===== src/rtl/fifo_pkg.sv =====
// fifo_pkg -- shared definitions for the FIFO pointer controller.
//   OSTD_NUM_DEF : default FIFO depth in entries
//   ptr_width()  : pointer width (address bits + wrap bit)
//   bin2gray()   : binary to reflected Gray code, 32-bit container
package fifo_pkg;

    localparam int OSTD_NUM_DEF = 8;

    function automatic int ptr_width(input int addr_bits);
        return addr_bits + 1;
    endfunction

    // Callers size-cast the result down to their pointer width.
    function automatic logic [31:0] bin2gray(input logic [31:0] b);
        return b ^ (b >> 1);
    endfunction

endpackage


===== src/rtl/fifo_ptr_counter.sv =====
// fifo_ptr_counter -- one FIFO pointer with wrap bit.
//   clk_in, reset_in : clock, synchronous active-high reset
//   inc              : advance pointer this cycle
//   ptr              : registered pointer, MSB is the wrap bit
//   gray             : registered Gray code of ptr (only with FIFO_PTR_GRAY_EN)
module fifo_ptr_counter
    import fifo_pkg::*;
#(
    parameter int PTR_SIZE = 3
) (
    input  logic              clk_in,
    input  logic              reset_in,
    input  logic              inc,
    output logic [PTR_SIZE:0] ptr
`ifdef FIFO_PTR_GRAY_EN
    ,
    output logic [PTR_SIZE:0] gray
`endif
);

    localparam int PW = ptr_width(PTR_SIZE);

    logic [PW-1:0] r_ptr;
    logic [PW-1:0] w_ptr_nxt;

    // Natural binary overflow gives the address roll-over and wrap-bit toggle.
    assign w_ptr_nxt = inc ? r_ptr + 1'b1 : r_ptr;

    always_ff @(posedge clk_in) begin
        if (reset_in) r_ptr <= '0;
        else          r_ptr <= w_ptr_nxt;
    end

    assign ptr = r_ptr;

`ifdef FIFO_PTR_GRAY_EN
    logic [PW-1:0] r_gray;

    // Encoded from the next value so gray tracks ptr in the same cycle.
    always_ff @(posedge clk_in) begin
        if (reset_in) r_gray <= '0;
        else          r_gray <= PW'(bin2gray(32'(w_ptr_nxt)));
    end

    assign gray = r_gray;
`endif

endmodule


===== src/rtl/fifo_ptr_ctrl.sv =====
// fifo_ptr_ctrl -- read/write pointer control for a power-of-two FIFO.
//   clk_in, reset_in        : clock, synchronous active-high reset
//   trans_write/trans_read  : producer / consumer requests
//   fifo_wenable/renable    : request accepted this cycle (memory strobes)
//   write_ptr/read_ptr      : pointers, MSB is the wrap bit
//   wr_addr/rd_addr         : address part of the pointers
//   fill_count              : stored entries, 0..OSTD_NUM
//   write_ptr_gray/read_ptr_gray : Gray pointers, present only when
//                             FIFO_PTR_GRAY_EN is defined
module fifo_ptr_ctrl
    import fifo_pkg::*;
#(
    parameter int OSTD_NUM = OSTD_NUM_DEF,
    parameter int PTR_SIZE = $clog2(OSTD_NUM)
) (
    input  logic                clk_in,
    input  logic                reset_in,
    input  logic                trans_write,
    input  logic                trans_read,
    output logic                fifo_wenable,
    output logic                fifo_renable,
    output logic [PTR_SIZE:0]   write_ptr,
    output logic [PTR_SIZE:0]   read_ptr,
    output logic [PTR_SIZE-1:0] wr_addr,
    output logic [PTR_SIZE-1:0] rd_addr,
    output logic [PTR_SIZE:0]   fill_count
`ifdef FIFO_PTR_GRAY_EN
    ,
    output logic [PTR_SIZE:0]   write_ptr_gray,
    output logic [PTR_SIZE:0]   read_ptr_gray
`endif
);

    logic w_full;
    logic w_empty;
    logic [PTR_SIZE:0] r_fill;

    assign w_full  = (write_ptr[PTR_SIZE] != read_ptr[PTR_SIZE]) &&
                     (write_ptr[PTR_SIZE-1:0] == read_ptr[PTR_SIZE-1:0]);
    assign w_empty = (write_ptr == read_ptr);

    // Reset masks the strobes so no memory access happens in a reset cycle.
    assign fifo_wenable = trans_write & ~w_full  & ~reset_in;
    assign fifo_renable = trans_read  & ~w_empty & ~reset_in;

    fifo_ptr_counter #(.PTR_SIZE(PTR_SIZE)) u_wr_cnt (
        .clk_in   (clk_in),
        .reset_in (reset_in),
        .inc      (fifo_wenable),
        .ptr      (write_ptr)
`ifdef FIFO_PTR_GRAY_EN
        ,
        .gray     (write_ptr_gray)
`endif
    );

    fifo_ptr_counter #(.PTR_SIZE(PTR_SIZE)) u_rd_cnt (
        .clk_in   (clk_in),
        .reset_in (reset_in),
        .inc      (fifo_renable),
        .ptr      (read_ptr)
`ifdef FIFO_PTR_GRAY_EN
        ,
        .gray     (read_ptr_gray)
`endif
    );

    always_ff @(posedge clk_in) begin
        if (reset_in) begin
            r_fill <= '0;
        end else begin
            case ({fifo_wenable, fifo_renable})
                2'b10:   r_fill <= r_fill + 1'b1;
                2'b01:   r_fill <= r_fill - 1'b1;
                default: r_fill <= r_fill;
            endcase
        end
    end

    assign fill_count = r_fill;
    assign wr_addr    = write_ptr[PTR_SIZE-1:0];
    assign rd_addr    = read_ptr[PTR_SIZE-1:0];

endmodule


===== config.mk =====
export PLATFORM = sky130hd
export DESIGN_NAME = fifo_ptr_ctrl
export DESIGN_NICKNAME = d
export VERILOG_FILES = /design/src/rtl/fifo_pkg.sv /design/src/rtl/fifo_ptr_counter.sv /design/src/rtl/fifo_ptr_ctrl.sv
export SDC_FILE = /design/constraint.sdc
export NUM_CORES = 1
export LEC_CHECK = 0
export ABC_AREA = 1
export CAP_MARGIN = 40
export CORE_ASPECT_RATIO = 1.4
export CORE_MARGIN = 2
export CORE_UTILIZATION = 46
export DETAILED_ROUTE_END_ITERATION = 6
export HOLD_SLACK_MARGIN = 0.12
export PLACE_DENSITY = 0.77
export SYNTH_ARGS = -nofsm -noshare
export SYNTH_HDL_FRONTEND = slang
export SYNTH_SLANG_ARGS = --single-unit

===== constraint.sdc =====
create_clock -name clk_in -period 6.1 [get_ports clk_in]
set_input_delay 1.525 -clock clk_in [delete_from_list [all_inputs] [get_ports clk_in]]
set_output_delay 1.525 -clock clk_in [all_outputs]
set_load 0.1 [all_outputs]

======== Yosys cells after proc, flatten, opt, wreduce, memory -nomap -nowiden ========
Cells that the tools add are included.
storage, ports and cells
  bits of input ports ..................... 4
  flip-flop bits (word level) ............. 12
  logic and storage cells ................. 22
  memory bits (read-only) ................. 0
  memory bits (writable) .................. 0
  latch bits .............................. 0
  memories kept ........................... 0
operators by class
  $lt $le $gt $ge ......................... 0
  add/sub/neg operators ................... 4
  divide/modulo/power cells ............... 0
  equality and inequality tests ........... 5
  $mul .................................... 0
  bitwise operators ....................... 7
  reduce and logical (&&, ||, !) cells .... 2
  muxes and demuxes ....................... 1
  shifts and indexed selects .............. 0
operator list
  operator               count
  $add A4 B1 Y4 const B  3
  $pmux W4 S2            1
  $and A1 B1 Y1          4
  $eq A4 B4 Y1           1
  $sub A4 B1 Y4 const B  1
  $eq A3 B3 Y1           1
  $not A1 Y1             3
  $eq A2 B1 Y1 const B   1
  $eq A2 B2 Y1 const B   1
  $reduce_bool A2 Y1     1
  $logic_and A1 B1 Y1    1
  $ne A1 B1 Y1           1

======== Longest topological paths before layout ========
Gate-level depths: netlist of the first run.
  word-level depth ........................ 7
  depth in mapped cells ................... 15
  depth with buffers taken out ............ 15

======== Hierarchy ========
Synthesis of the first run repeated with hierarchy kept, for this count alone.
unflattened totals
  cells, all modules ...................... 110
  area, all modules ....................... 742.0 um2
by module, submodules not included
  module            area each (um2)  seq. area each (um2)  cells each  instances
  fifo_ptr_ctrl     401.6            80.1                  64          1
  fifo_ptr_counter  170.2            80.1                  23          2

======== Least setup slack after synthesis of the first run ========
Ideal clock, no wire load.
  path type ............................... register to output
  start point ............................. reg u_rd_cnt.r_ptr[0], in the netlist u_rd_cnt.ptr[0]
  end point ............................... out fifo_wenable
  path slack .............................. 1652 ps
  cell stages (with the launch flop) ...... 7
  arrival time ............................ 2923 ps
  cell sequence ........................... dfxtp_1 > inv_1 > nand2_4 > nand2_2 > nand4_4 > nand2_2 > nor2_1
between the ends
  longest elaborated chain between the ends .. 5
RTL lines
  item                        RTL line                source
  from (decl)                 fifo_ptr_counter.sv:23  logic [PW-1:0] r_ptr;
  from (signal assigned)      fifo_ptr_counter.sv:31  else r_ptr <= w_ptr_nxt;
  $eq A3 B3 Y1                fifo_ptr_ctrl.sv:39     (write_ptr[PTR_SIZE-1:0] == read_ptr[PTR_SIZE-1:0]);
  $logic_and A1 B1 Y1         fifo_ptr_ctrl.sv:38     assign w_full = (write_ptr[PTR_SIZE] != read_ptr[PTR_SIZE]) &&
  $not A1 Y1                  fifo_ptr_ctrl.sv:43     assign fifo_wenable = trans_write & ~w_full & ~reset_in;
  $and A1 B1 Y1 (2 in a row)  fifo_ptr_ctrl.sv:43
  to (decl)                   fifo_ptr_ctrl.sv:20     output logic fifo_wenable,
No other way between the ends.

======== Worst setup path after layout of the first run ========
  start point ............................. in trans_read
  end point ............................... out fifo_renable
between the ends
  longest elaborated chain between the ends .. 2
RTL lines
  item                        RTL line             source
  from (decl)                 fifo_ptr_ctrl.sv:19  input logic trans_read,
  $and A1 B1 Y1 (2 in a row)  fifo_ptr_ctrl.sv:44  assign fifo_renable = trans_read & ~w_empty & ~reset_in;
  to (decl)                   fifo_ptr_ctrl.sv:21  output logic fifo_renable,
No other way between the ends.

==> run metrics, run 1 <==
CTS tree=built; Worst Path Max Fanout=7; CTS clk-pin slew, worst paths=0.09 ns; Detailed Route Iter0 Violations=10; pwr dens=242 mW/mm^2; TNS Setup=0 ns; critical path, cell by cell=clkdlybuf4s50_1 -> nand2_2 -> nor2_1 -> buf_4; mean routed wirelength per cell=11.8 um; Placeable Area=roughly 0.0018 mm^2; initial antenna violation count=0; Compound-Gate Fraction of Synth Area=10.1%; # setup viols final=0; non-filler cells in the finished layout=approximately 170; Placement Cell Area=0.00132 mm^2; CP Launch Type=primary input; slew margin rel.=80.7%; drt drc=0; num rows=18; Area Overhead vs Synth=60.5%; Critical R2R Launch=u_wr_cnt.ptr[0]$_SDFFE_PP0P_; hold path startpoint=fill_count[3]$_SDFFE_PP0P_; I/O Buffers=23; peak supply drop=between 0.15 and 0.2 mV; clock buffer depth=2; Cell Area, Synth=about 850 um^2; nature of the critical path endpoint=output port; Critical-path top delay cell=clkdlybuf4s50_1; Crit path largest cell delay=about 0.61 ns; syn_nets=125; final worst-path cycle share=69.9%; post-synthesis sequential area ratio=28.4%; most frequent cells in the layout=clkdlybuf4s50_1 (21), nand2_1 (18), buf_8 (18); mean number of vias per cell=5.03; DRT antenna net count=0; Hold Crit Depth=2; Power, Total=about 0.33 mW; Synth top area share=approximately 28%; Worst Path Class, Setup=primary input to output port; Max Clock Freq=234 MHz; Final nets=~170; Simple-Gate Fraction of Synth Area=34.0%; die width=between 40 and 50 um; NetSw=0.150 mW; Crit path arrival time=2.74 ns; synth top area cells=dfxtp_1 (28%), nand2_1 (8.0%), inv_1 (7.5%); Initial DRT Pass Iterations=4; sw frac=between 40% and 50%; Routability Congestion=between 0.7 and 0.8; Max Cap Violations=0; final instance area=roughly 0.0014 mm^2; FF+latch count, synth=12; Slew Viols, Final=0; CTS Hold Bufs=0; final core occ=77.3%; GRT Overall Usage=23.5%; RSZ-0062 raised after global routing=false; synth unique cells=22; mux cell area share after synthesis=0%; H-tree depth=1; Reg power frac=28.1%; Final min period=4.27 ns; gr ovfl total=0; logic gate share of total power=roughly 50%; Num CTS Buffers=3; n_diodes=0; CTS resizes=0; internal power=around 0.18 mW; Detail Placement HPWL=1670 um; largest family of logic cells by synthesized area=simple AND/OR/NAND/NOR gates; Adder-Cell Fraction of Synth Area=9.76%; first-pass GRT wire length=~3500 um; XOR/XNOR Fraction of Synth Area=3.11%; Slew @ Worst Pin=0.289 ns; leading cell type in the layout, fill and taps excluded=clkdlybuf4s50_1; R2R Path End=fill_count[3]$_SDFFE_PP0P_; worst min-delay path class=flip-flop to flip-flop; io pins=24; DRT Wirelength=2050 um; Reg2Reg Setup Slack=3.80 ns; largest net degree at the start of global routing=9; Req. time, crit path=4.58 ns; number of synthesis warnings=0; Worst Skew=0.0123 ns; Synth area leader=dfxtp_1; Synth Area per Inst=approximately 7.4 um^2; vias in the first global route=896; Post-Syn Instances=115; post-CTS setup buffer count=0; clk_lat worst skew=0.30 ns; Hold Path Sink=fill_count[3]$_SDFFE_PP0P_; share of cells above drive strength 1=27.9%; clock share of power=20.8%; Sinks on Clock Net=12; dpl cells=170; final hold vios=0; Die H=54.7 um; LEAKAGE=0.592 nW; starting density of the core=48.1%; routed via count=roughly 880; status=finished clean; Die ar.=around 0.0022 mm^2; root buf cell=clkbuf_4; FF-to-FF path depth=14
## metal layers
| layer | share of wire, % | global-route usage [%] | wire, um |
|---|---|---|---|
| met1 | 39 | 24.1 | 798 |
| met2 | 54 | 40.3 | 1110 |
| met3 | 3.7 | 6.10 | 75 |
| met4 | 3.0 | 15.6 | 61 |
| met5 | 0 | 0 | 0 |
## critical path, delay by kind of cell
family | cells | cell delay, ns
buffers and inverters | 2 | 0.94
and+or+nand+nor | 2 | 0.27
## synthesized netlist by cell type (all sizes together)
| library cell | n |
|---|---|
| nor2 | 11 |
| nor3 | 2 |
| xnor2 | 3 |
| nand2 | 28 |
| inv | 21 |
| fa | 1 |
| o21ai | 5 |
| nand4 | 5 |
| dfxtp | 12 |
| a21oi | 9 |
| buf | 6 |
| ha | 5 |
| nand3 | 7 |
## power by group through the flow
stage               clock network, mW  logic (mW)  registers (mW)
global placement                    0       0.137          0.0937
global route                   0.0730       0.177          0.0933
detailed placement                  0       0.168          0.0940
floorplan                           0      0.0707           0.136
finish                         0.0683       0.167          0.0923
CTS                            0.0680       0.168          0.0922
## cells by family after synthesis
kind of cell,count (synthesis)
AO/OA/AOI/OAI,14
XOR/XNOR,3
adder cells (fa/ha/maj),6
buffers and inverters,27
flip-flops,12
AND/OR/NAND/NOR,53
## worst max-delay path by stage
stage,from,to,slack (ns),cells past startpoint
finish,trans_read,fifo_renable,1.83,4
global route,trans_write,fifo_wenable,1.79,4
CTS,trans_read,fifo_renable,1.83,4
detailed placement,trans_read,fifo_renable,1.84,4
global placement,trans_read,fifo_renable,1.90,4
floorplan,u_rd_cnt.ptr[0]$_SDFFE_PP0P_,fifo_wenable,1.65,6
## registers in the layout, indices dropped and copies added, names as in the netlist
| register | flops |
|---|---|
| fill_count | 4 |
| u_rd_cnt.ptr | 4 |
| u_wr_cnt.ptr | 4 |
## metrics by stage
| stage | hold WS, ns | worst slack (ns) |
|---|---|---|
| 2_1_floorplan | 0.896 | 1.65 |
| 6_report | 0.505 | 1.83 |
| 3_5_place_dp | 0.495 | 1.84 |
| 5_1_grt | 0.533 | 1.79 |
| 3_3_place_gp | 0.493 | 1.90 |
| 4_1_cts | 0.511 | 1.83 |
## layout make-up
type | count | area (um^2)
tap | 20 | 25.0
fill | 148 | 399
inverter | 21 | 78.8
clock buffer | 4 | 36.3
timing repair buffer | 41 | 495
multi-input combinational | 76 | 482
sequential | 12 | 240
Power figures use the tool's default switching activity.
==> run 2, diff against run 1 <==
==> constraint.sdc (replaced) <==
create_clock -name clk_in -period 4.1 [get_ports clk_in]
set_input_delay 1.025 -clock clk_in [delete_from_list [all_inputs] [get_ports clk_in]]
set_output_delay 1.025 -clock clk_in [all_outputs]
set_load 0.1 [all_outputs]
==> run 2 against run 1 <==
Combinational power grew 50%. Clock power is 6.4% higher. Cell area decreased by 0.65%. Largest power group unchanged.
==> run metrics, run 2 (same netlist as run 1, synthesis figures left out) <==
status=finished clean; worst hold margin=approximately 0.49 ns; final hold vios=0; Hold Crit Depth=2; io pins=24; Worst Path Max Fanout=7; RSZ-0062 raised after global routing=false; final setup margin=0.869 ns; H-tree depth=1; leading cell type in the layout, fill and taps excluded=clkdlybuf4s50_1; Worst Path Class, Setup=primary input to output port; CTS Hold Bufs=0; R2R Path End=fill_count[3]$_SDFFE_PP0P_; root buf cell=clkbuf_4; Max Clock Freq=310 MHz; Final min period=between 3 and 4 ns; clk_lat worst skew=0.27 ns; largest net degree at the start of global routing=9; FF-to-FF path depth=14; mean routed wirelength per cell=roughly 12 um; Final nets=165; num rows=18; Crit path arrival time=2.21 ns; hold path startpoint=fill_count[3]$_SDFFE_PP0P_; CTS tree=built; Req. time, crit path=3.07 ns; drt drc=0; starting density of the core=48.1%; Die H=54.7 um; routed via count=828; Routability Congestion=0.810; Hold Path Sink=fill_count[3]$_SDFFE_PP0P_; Area Overhead vs Synth=59.5%; Critical path origin=trans_read; Initial DRT Pass Iterations=4; Crit path largest cell delay=0.62 ns; nature of the critical path endpoint=output port; Sinks on Clock Net=12; Detail Placement HPWL=1660 um; CTS resizes=0; # setup viols final=0; Reg2Reg Setup Slack=1.77 ns; Placeable Area=0.00176 mm^2; share of cells above drive strength 1=28.8%; slew margin rel.=around 80%; most frequent cells in the layout=clkdlybuf4s50_1 (21), nand2_1 (18), buf_8 (18); n_diodes=0; initial antenna violation count=0; Slew @ Worst Pin=about 0.32 ns; DRT antenna net count=0; Critical-path top delay cell=clkdlybuf4s50_1; worst min-delay path class=flip-flop to flip-flop; clock buffer depth=2; CTS clk-pin slew, worst paths=0.07 ns; pwr dens=341 mW/mm^2; Die ar.=around 0.0022 mm^2; DRT Wirelength=2000 um; vias in the first global route=758; post-CTS setup buffer count=0; TNS Setup=0 ns; Setup WS pre-CTS=0.895 ns; mean number of vias per cell=around 4.8; Critical R2R Launch=u_rd_cnt.ptr[0]$_SDFFE_PP0P_; first-pass GRT wire length=between 3000 and 4000 um; critical path, cell by cell=clkdlybuf4s50_1 -> nand2_2 -> nor2_2 -> buf_4; Detailed Route Iter0 Violations=13; Worst Skew=0.000997 ns; LEAKAGE=0.584 nW; die width=40.2 um; gr ovfl total=0; peak supply drop=0.269 mV; I/O Buffers=23; Max Cap Violations=0; Slew Viols, Final=0; Num CTS Buffers=3; GRT Overall Usage=21.5%; CP Launch Type=primary input; final worst-path cycle share=78.8%
## run 2: cell types whose count changed in the layout (fill, tap and decap cells not counted), sizes merged
cell and delta:
clkbuf -1
## run 2: area by class of cell
class	count	area, um^2
Clock buffer	3	22.5
Fill cell	130	408
Multi-Input combinational cell	76	487
Tap cell	20	25.0
Timing Repair Buffer	41	495
Sequential cell	12	240
Inverter	21	78.8
## run 2: metal layers
metal / global-route usage, % / wire [um] / vias up / share of wire, %
li1: - / - / 434 / -
met1: 23.1 / 805 / 371 / 40
met2: 39.0 / 1090 / 19 / 55
met3: 3.66 / 77 / 4 / 3.9
met4: 10.0 / 23 / 0 / 1.2
met5: 0 / 0 / - / 0
## run 2: worst max-delay path, delay by kind of cell
kind	cells	cell delay [ns]
buffers and inverters	2	0.93
AND/OR/NAND/NOR	2	0.25
## run 2: how the worst max path moves through the flow
| stage | depth (start not counted) | slack (ns) | end |
|---|---|---|---|
| after floorplan | 14 | 0.40 | fill_count[3]$_SDFFE_PP0P_ |
| after CTS | 4 | 0.88 | fifo_renable |
| final | 4 | 0.87 | fifo_renable |
| after global routing | 4 | 0.84 | fifo_renable |
| after global placement | 4 | 0.93 | fifo_renable |
| after detailed placement | 4 | 0.90 | fifo_renable |
## run 2: stage by stage
step | std cells | power, mW | utilization [%] | area [um^2]
finish | 173 | 0.460 | 76.8 | 1350
global route | 173 | 0.479 | 76.8 | 1350
CTS | 173 | 0.462 | 76.8 | 1350
detailed placement | 170 | 0.390 | 75.5 | 1330
global placement | 152 | 0.344 | 60.1 | 1060
floorplan | 115 | 0.308 | - | 851
## run 2: power breakdown
group          switching, mW  total, mW  internal (mW)
clock                 0.0387     0.0727         0.0340
sequential            0.0116      0.137          0.126
combinational          0.165      0.250         0.0849
total                  0.215      0.460          0.245
==> run 3, diff against run 2 <==
--- a/config.mk
+++ b/config.mk
@@ -9,10 +9,10 @@
 export CAP_MARGIN = 40
 export CORE_ASPECT_RATIO = 1.4
 export CORE_MARGIN = 2
-export CORE_UTILIZATION = 46
+export CORE_UTILIZATION = 42
 export DETAILED_ROUTE_END_ITERATION = 6
 export HOLD_SLACK_MARGIN = 0.12
-export PLACE_DENSITY = 0.77
+export PLACE_DENSITY = 0.75
 export SYNTH_ARGS = -nofsm -noshare
 export SYNTH_HDL_FRONTEND = slang
 export SYNTH_SLANG_ARGS = --single-unit
==> constraint.sdc (replaced) <==
create_clock -name clk_in -period 2.6 [get_ports clk_in]
set_input_delay 0.65 -clock clk_in [delete_from_list [all_inputs] [get_ports clk_in]]
set_output_delay 0.65 -clock clk_in [all_outputs]
set_load 0.1 [all_outputs]
==> run 3 against run 2 <==
Critical path depth is the same. Critical path type unchanged. Sequential share of layout area grew 5.5 points. Register-to-register slack lost 1.2 ns. Critical endpoint unchanged. Via count shrank 4.5%. Highest routed layer unchanged. Combinational power grew 38%. Sequential power grew 58%. Clock skew grew 0.0010 ns. Worst setup slack lost 0.55 ns.
==> run metrics, run 3 (same netlist as run 1, synthesis figures left out) <==
TNS Setup=0 ns; num rows=19; multi-input combinational cell area=527 um^2; io pins=24; non-filler cells in the finished layout=between 150 and 200; Detail Placement HPWL=1560 um; Slew @ Worst Pin=about 0.29 ns; die width=41.9 um; DRT antenna net count=0; vias in the first global route=between 700 and 800; Worst Path Class, Setup=primary input to output port; Crit path arrival time=around 1.6 ns; FF-to-FF path depth=15; DRT Wirelength=about 1800 um; mean number of vias per cell=4.97; CTS clk-pin slew, worst paths=0.07 ns; Reg2Reg Setup Slack=0.57 ns; I/O Buffers=23; Crit path largest cell delay=roughly 0.52 ns; dpl cells=between 150 and 200; clock buffer depth=2; leading cell type in the layout, fill and taps excluded=buf_4; Max Cap Violations=0; CP Launch Type=primary input; Final nets=150; drt drc=0; peak supply drop=0.319 mV; worst min-delay path class=flip-flop to flip-flop; CTS Hold Bufs=0; CTS resizes=0; final hold vios=0; Req. time, crit path=1.95 ns; R2R Path End=fill_count[3]$_SDFFE_PP0P_; starting density of the core=about 44%; final worst-path cycle share=approximately 90%; Worst Skew=0.00200 ns; Hold Path Sink=fill_count[3]$_SDFFE_PP0P_; Num CTS Buffers=3; clk_lat worst skew=between 0.2 and 0.3 ns; LEAKAGE=0.520 nW; initial antenna violation count=0; Placement Cell Area=0.00113 mm^2; Sinks on Clock Net=12; Die ar.=0.00239 mm^2; cell family with most CP delay=buffers and inverters; Power, Total=between 0.6 and 0.7 mW; CP Buf/Inv Count=2; Die H=~57 um; routed via count=791; Detailed Route Iter0 Violations=15; critical path, cell by cell=clkdlybuf4s50_1 -> nand2_4 -> nor2_4 -> buf_12; Routability Congestion=0.800; pwr dens=579 mW/mm^2; n_diodes=0; # setup viols final=0; Max Clock Freq=roughly 440 MHz; Setup WS pre-CTS=0.138 ns; final setup margin=approximately 0.32 ns; fillers=185; largest net degree at the start of global routing=9; slew margin rel.=between 80% and 90%; share of cells above drive strength 1=44.9%; Placeable Area=0.00193 mm^2; Worst Path Max Fanout=3; mean routed wirelength per cell=~12 um; RSZ-0062 raised after global routing=false; nature of the critical path endpoint=output port; Critical-path top delay cell=clkdlybuf4s50_1; Final min period=~2.3 ns; gr ovfl total=0; final instance area=0.00116 mm^2; Area Overhead vs Synth=36.8%; Slew Viols, Final=0; Initial DRT Pass Iterations=4; first-pass GRT wire length=3260 um; CTS tree=built; most frequent cells in the layout=buf_4 (21), nand2_1 (18), inv_1 (12); hold path startpoint=fill_count[3]$_SDFFE_PP0P_; root buf cell=clkbuf_4; Critical R2R Launch=u_wr_cnt.ptr[1]$_SDFFE_PP0P_; post-CTS setup buffer count=0; H-tree depth=1; register area=about 270 um^2; Hold Crit Depth=2; status=finished clean; GRT Overall Usage=17.4%
-- run 3: worst max-delay path by stage --
stage                                  from  depth (start not counted)                          to
3_5_place_dp                     trans_read                          9  fill_count[2]$_SDFFE_PP0P_
3_3_place_gp                    trans_write                         11  fill_count[3]$_SDFFE_PP0P_
5_1_grt                         trans_write                         11  fill_count[3]$_SDFFE_PP0P_
4_1_cts                          trans_read                          4                fifo_renable
2_1_floorplan  u_rd_cnt.ptr[2]$_SDFFE_PP0P_                         14  fill_count[2]$_SDFFE_PP0P_
6_report                         trans_read                          4                fifo_renable
-- run 3: report_power, final --
group	switching, mW	leakage (nW)	internal, mW
Combinational	0.253	0.402	0.0925
Clock	0.0556	0.0138	0.0534
Sequential	0.0217	0.104	0.195
-- run 3: routing by layer --
| metal | global-route usage (%) | share of wire [%] | up-vias |
|---|---|---|---|
| li1 | - | - | 412 |
| met1 | 19.1 | 40 | 361 |
| met2 | 30.4 | 54 | 16 |
| met3 | 3.16 | 4.9 | 2 |
| met4 | 10.6 | 0.98 | 0 |
| met5 | 0 | 0 | - |
-- run 3: worst register-to-register path: cells and delay by family (launching register included) --
kind	cells	cell delay, ns
buffers and inverters	3	0.19
DFF	1	0.37
xor gates and xnor gates	1	0.13
and+or+nand+nor	7	0.64
AOI/OAI and AO/OA	2	0.24
adders and majority gates	2	0.40
-- run 3: metrics by stage --
step | hold WS [ns] | utilization (%)
global placement | 0.488 | 58.9
CTS | 0.497 | 60.1
global route | 0.528 | 60.1
detailed placement | 0.482 | 58.9
finish | 0.492 | 60.1
floorplan | 0.622 | -
-- run 3: area by class of cell --
cell class                      instances  share of cell area [%]
Sequential cell                        12                    23.4
Multi-Input combinational cell         76                    45.5
Clock buffer                            3                    1.95
Tap cell                               21                    2.27
Inverter                               21                    7.24
Timing Repair Buffer                   26                    19.7
